$ cat config.mk
export PLATFORM = sky130hd
export DESIGN_NAME = stage_1_if
export DESIGN_NICKNAME = d
export VERILOG_FILES = /design/src/rtl/stage_1_if.sv
export SDC_FILE = /design/constraint.sdc
export NUM_CORES = 1
export LEC_CHECK = 0
export ABC_AREA = 1
export BUFFER_PORTS_ARGS = -buffer_cell sky130_fd_sc_hd__buf_2
export CAP_MARGIN = 25
export CORE_AREA = 2 2 130 101
export CTS_CLUSTER_SIZE = 25
export DETAILED_ROUTE_END_ITERATION = 16
export DIE_AREA = 0 0 132 103
export HOLD_SLACK_MARGIN = 0.1
export PLACE_DENSITY = 0.81
export SLEW_MARGIN = 30
export SYNTH_ARGS = -nofsm -noshare
export SYNTH_HDL_FRONTEND = slang
export SYNTH_SLANG_ARGS = --single-unit
$ cat constraint.sdc
create_clock -name clk -period 2.4 [get_ports clk]
set_input_delay 0.72 -clock clk [delete_from_list [all_inputs] [get_ports clk]]
set_output_delay 0.72 -clock clk [all_outputs]
set_load 0.02 [all_outputs]
$ cat src/rtl/stage_1_if.sv
// Instruction-fetch stage: owns the PC, issues reads to the synchronous inst SRAM,
// and hands {inst, pc} to decode under allow_2 back-pressure and branch redirects.
module stage_1_if #(
  parameter logic [31:0] RESET_PC = 32'h1c000000
) (
  input  logic        clk,
  input  logic        resetn,
  input  logic        allow_2,
  output logic        valid_1,
  output logic [63:0] stage_1_to_2,
  input  logic        br_taken,
  input  logic [31:0] br_target,
  output logic        inst_sram_en,
  output logic [3:0]  inst_sram_we,
  output logic [31:0] inst_sram_addr,
  output logic [31:0] inst_sram_wdata,
  input  logic [31:0] inst_sram_rdata
);

  logic        pre_valid_q;
  logic        fs_valid_q;
  logic [31:0] fs_pc_q;
  logic        br_pend_q;
  logic [31:0] br_pend_target_q;
  logic        ibuf_valid_q;
  logic [31:0] ibuf_q;

  logic        fs_allowin;
  logic        fetch_go;
  logic        ibuf_load;
  logic [31:0] nextpc;
  logic [31:0] inst;
  logic [31:0] inst_out;

  assign fs_allowin = ~fs_valid_q | allow_2;
  assign fetch_go   = pre_valid_q & fs_allowin;
  assign ibuf_load  = fs_valid_q & ~allow_2 & ~ibuf_valid_q;

  always_comb begin
    nextpc = fs_pc_q + 32'd4;
    if (br_taken) begin
      nextpc = br_target;
    end else if (br_pend_q) begin
      nextpc = br_pend_target_q;
    end
  end

  // The SRAM word is only valid the cycle after the request, so a stalled
  // instruction is parked in ibuf to stay stable for decode.
  assign inst     = ibuf_valid_q ? ibuf_q : inst_sram_rdata;
  assign inst_out = fs_valid_q ? inst : 32'b0;

  assign valid_1         = fs_valid_q & ~br_taken & ~br_pend_q;
  assign stage_1_to_2    = resetn ? {inst_out, fs_pc_q} : 64'b0;
  assign inst_sram_en    = fetch_go;
  assign inst_sram_addr  = nextpc;
  assign inst_sram_we    = 4'b0;
  assign inst_sram_wdata = 32'b0;

  always_ff @(posedge clk or negedge resetn) begin
    if (!resetn) begin
      pre_valid_q      <= 1'b0;
      fs_valid_q       <= 1'b0;
      fs_pc_q          <= RESET_PC - 32'd4;
      br_pend_q        <= 1'b0;
      br_pend_target_q <= 32'b0;
      ibuf_valid_q     <= 1'b0;
      ibuf_q           <= 32'b0;
    end else begin
      pre_valid_q <= 1'b1;
      // fs_pc only advances once a request has actually been issued, so the
      // first fetched PC is RESET_PC.
      if (fetch_go) begin
        fs_pc_q      <= nextpc;
        fs_valid_q   <= 1'b1;
        br_pend_q    <= 1'b0;
        ibuf_valid_q <= 1'b0;
      end else if (!fs_allowin && br_taken) begin
        br_pend_q        <= 1'b1;
        br_pend_target_q <= br_target;
      end
      if (ibuf_load) begin
        ibuf_q       <= inst_sram_rdata;
        ibuf_valid_q <= 1'b1;
      end
    end
  end

endmodule
# Yosys cells after proc, flatten, opt, wreduce, memory -nomap -nowiden
# Index checks and enable logic that the tools add are counted.
[word_totals] out_inout_bits=134 inputBits=68 elab_cells=34 ff_bits=100
[classes] muxes=9 reduce_logical=5 add_sub_neg=1 bitwise_logic=12
[op_table] operator="32-bit two-way mux" count=4
[op_table] operator="64-bit two-way mux" count=1
[op_table] operator="32-bit by 3-bit adder with 32-bit output (second input constant)" count=1
[op_table] operator="1-bit NOT" count=6
[op_table] operator="1-bit bitwise AND" count=5
[op_table] operator="1-bit two-way mux" count=4
[op_table] operator="2-bit nonzero test" count=2
[op_table] operator="2-bit AND reduction" count=1
[op_table] operator="1-bit logical AND" count=1
[op_table] operator="1-bit logical NOT" count=1
[op_table] operator="1-bit OR" count=1

# Longest topological paths before layout
[depth] depth_word=6 mapped_depth=12 mapped_depth_nobuf=12

# Worst setup path before layout
# OpenSTA, ideal clock, no wires.
[synth_timing] path_kind="input to output" start="input resetn" end="output stage_1_to_2[39]" arrival_time_ps=1793 stages=6 path_slack_ps=-113 path_buffers=2 required_ps=1680 cell_sequence="buf_2 -> nand2_1 -> inv_1 -> clkbuf_1 -> o21ai_0 -> a21oi_1"
[synth_via] elab_chain_len=1
[synth_rtl] element="start, declared" line="7" source="input logic resetn,"
[synth_rtl] element="64-bit two-way mux" line="54" source="assign stage_1_to_2 = resetn ? {inst_out, fs_pc_q} : 64'b0;"
[synth_rtl] element="end, declared" line="10" source="output logic [63:0] stage_1_to_2,"
# Every way passes these cells.

# Final worst setup path
[layout_timing] start="register fs_pc_q[3]" end="output inst_sram_addr[10]"
[layout_via] elab_chain_len=3
[layout_rtl] element="start, declared" line="22" source="logic [31:0] fs_pc_q;"
[layout_rtl] element="start signal, assigned" line="64" source="fs_pc_q <= RESET_PC - 32'd4;"
[layout_rtl] element="start signal, assigned" line="74" source="fs_pc_q <= nextpc;"
[layout_rtl] element="32-bit by 3-bit adder with 32-bit output" line="40" source="nextpc = fs_pc_q + 32'd4;"
[layout_rtl] element="32-bit two-way mux" line="43" source="end else if (br_pend_q) begin"
[layout_rtl] element="32-bit two-way mux" line="41" source="if (br_taken) begin"
[layout_rtl] element="end, declared" line="15" source="output logic [31:0] inst_sram_addr,"
# Every way passes these cells.

==> results.md <==
* Final wirelength at 19600 um
* Synthesis Warnings at 0
* CP most frequent cell: nand2_4
* Combined area of the multi-input logic cells at 3380 sq um
* Final ANT Viol Nets at 0
* Antenna diode count at 0
* IO buf count at roughly 170
* Worst hold path class: in2async
* Async SR Flop Fraction at 100%
* Post-synthesis mux area share at 0%
* CP max FO at 5
* Final max-slew violation count at 0
* Post-synthesis compound-gate area fraction at 12.8%
* Fin. Hold Viols at 0
* Final setup violation count at 29
* Crit path time final at 2.83 ns
* Root Driver: clkbuf_16
* Worst reg2reg path depth at 18
* Cell with the most instances after synthesis: nand2_1
* Sw Pwr at 2.10 mW
* Highest Clock Rate at 353 MHz
* Die Width at 132 um
* Leak at 4.76 nW
* CTS tree: yes
* GR Overflow Total at 0
* Largest cells by area after synthesis: dfrtp_1 (30%), nand2_1 (22%), dfstp_2 (11%)
* Violated checks: negative setup slack
* Via/cell ratio at slightly above 5
* Worst Setup SP: fs_pc_q[3]
* Worst Path Required at 1.68 ns
* Layout area overhead at 38.3%
* Synth Area in Simple Gates at 31.7%
* Critical path buffers and inverters at 1
* Final WS setup at -0.431 ns
* Synth Area per Inst at 6.58 sq um
* Adder-cell share of the synthesized area at 0.200%
* Xor-xnor portion of the synthesized cell area at 0.978%
* PwrDens at 646 nW/um^2
* FF+latch area at 2530 sq um
* Final period util at 118%
* Site Rows at 36
* CP endpoint: inst_sram_addr[10]
* Register bit total from synthesis at 100
* Worst VDD drop at 0.327 mV
* Sequential Power Share at 39.4%
* Vias in the first global route at 6221
* Avg WL per Cell at about 14 um
* Top FF cell, synth: dfrtp_1
* Initial Util at 50.3%
* GRT Total Usage at between 20% and 30%
* Layout cells sized above 1 at 35.0%
* R2r endpoint: fs_pc_q[12]
* First-pass GRT wire length at slightly above 30000 um
* Mapped Cells at 953
* Max Cap Violations at 0
* Relative slew slack at 66.1%
* Initial antenna violation count at 0
* Commonest cells post-synth: nand2_1 (369), inv_1 (108), o21ai_0 (89)
* DP Worst Slack at -0.0905 ns
* Sw Ratio at 37.5%
* Part of the Yosys area used for sequential elements at 40.4%
* Fin nets at approximately 1.3k
* DP Wirelength at around 13000 um
* Worst Setup Start Kind: flip-flop
* R2R Setup Slk at -0.41 ns
* GPL Wtd Cong at 0.967
* Area of the mapped netlist at 6270 sq um
* DRT iter0 DRCs at roughly 540
* Fill cells at approximately 1.1k
* DRC violations left at 0
* Worst Setup End Kind: primary output
* WP data arrival at 2.11 ns
* Clock tree buffer depth at 2
* Reg clk slew, reported paths at 0.08 ns
* Sequence of cells on the critical path: ha_4 > nand2_4 > nor2_4 > nand2_4 > xnor2_2 > nand2_1 > a22oi_2 > buf_6
* Synth cell types at 32
* Total die area at 13600 sq um
* Clock network power share at roughly a quarter
* Logic pwr share at 34.7%
* Worst Path Class, Setup: reg2out
* Drt first pass iters at 5
* CTS buffer count at 9
* Die height at 103 um
* Critical path depth at 8
* Ports at a little over 200
* Delay-heaviest family, CP: flip-flops
* CTS H-tree depth at 3
* Share of the synthesized area in the top cell type at 29.5%
* Vias at 6893
* Run status: finished with violations
* Clk_lat worst skew at 0.36 ns
* CP max stage delay at 0.57 ns
* Pin count of the biggest net entering global routing at 65
* Slew @ Worst Pin at 0.509 ns
* CTS sink cnt at 100
* Cell taking the most area after synthesis: dfrtp_1
* Largest family of logic cells by synthesized area: simple AND/OR/NAND/NOR gates
* Post-synth EDFFs at 0
* Core area at around 12000 sq um
* Power Internal at 3.50 mW
* Final Core Density at 69.5%
* Unrepaired setup endpoints after global routing: yes
* Worst Skew at 0.0134 ns
* Worst reg2reg path startpoint: fs_pc_q[3]
* Crit path max-delay cell type: dfstp_2
[flip-flops by register name, summed over array words and instances (netlist names)]
name	cells
br_pend_q	1
br_pend_target_q	32
ibuf_q	32
fs_valid_q	1
pre_valid_q	1
fs_pc_q	32
ibuf_valid_q	1
[final cells by class]
cell class	instances	share of cell area, %
clock buffers	9	2.60
repair buffers	263	21.2
clock inverters	7	0.693
inverters	111	4.81
flip-flops and latches	100	29.2
well taps	171	2.47
multi-input cells	697	39.0
[worst min-delay path, cell delays in order]
cell and delay [ns]:
buf_4 0.11, buf_4 0.13, buf_8 0.24
[kinds of logic after synthesis]
logic type / Yosys count
AND/OR/NAND/NOR: 504
buffers and inverters: 191
other: 2
XOR/XNOR: 7
flip-flops: 100
AO/OA/AOI/OAI: 148
adder cells (fa/ha/maj): 1
[stage by stage]
step / instance area, sq um / power (mW) / hold WS [ns] / setup TNS (ns) / std cells
6_report: 8670 / 5.60 / 0.468 / -10.48 / 1358
5_1_grt: 8670 / 5.89 / 0.492 / -13.00 / 1358
4_1_cts: 8410 / 5.47 / 0.478 / -8.80 / 1347
3_5_place_dp: 7650 / 3.85 / 0.459 / -0.810 / 1312
3_3_place_gp: 7650 / 3.82 / 0.454 / -0.206 / 1312
2_1_floorplan: 6480 / 3.23 / 0.424 / -0.365 / 988
[worst min path at each step]
stage,depth (start not counted),start,end
2_1_floorplan,0,resetn,br_pend_q
3_3_place_gp,2,br_pend_target_q[31],br_pend_target_q[31]
3_5_place_dp,2,br_pend_target_q[23],br_pend_target_q[23]
4_1_cts,2,br_pend_target_q[23],br_pend_target_q[23]
5_1_grt,3,resetn,br_pend_target_q[13]
6_report,3,resetn,br_pend_target_q[13]
[power by group through the flow]
stage	combinational (mW)	clock (mW)	sequential (mW)
after global routing	2.14	1.51	2.24
after detailed placement	1.64	0	2.21
final	1.94	1.45	2.21
after CTS	1.82	1.46	2.19
after global placement	1.61	0	2.21
after floorplan	1.05	0	2.17
[layout by cell type (no fill, tap or decap), types with 12 or more instances in the layout]
cell / count
buf_2: 139
a21oi_1: 19
inv_1: 105
nor2_1: 61
a21oi_2: 20
nor2_2: 20
nand2_2: 28
nand3_1: 28
dfstp_2: 26
buf_4: 82
o21ai_0: 82
nand2_1: 340
conb_1: 37
dfrtp_1: 74
nor2_4: 12
buf_6: 34
[metal layers]
layer	vias to the layer above	track usage (%)	wire, um
met5	-	0	0
met3	51	5.56	1480
met4	0	9.62	591
met1	3218	39.1	8460
li1	3321	-	-
met2	303	44.9	9070
[timing repair]
item	4_1_cts	5_1_grt
setup buffers	20	12
setup endpoints to repair	39	38
pin swaps	25	20
gates resized for setup	103	56
hold buffers	0	0
(Power assumes the default switching activity.)
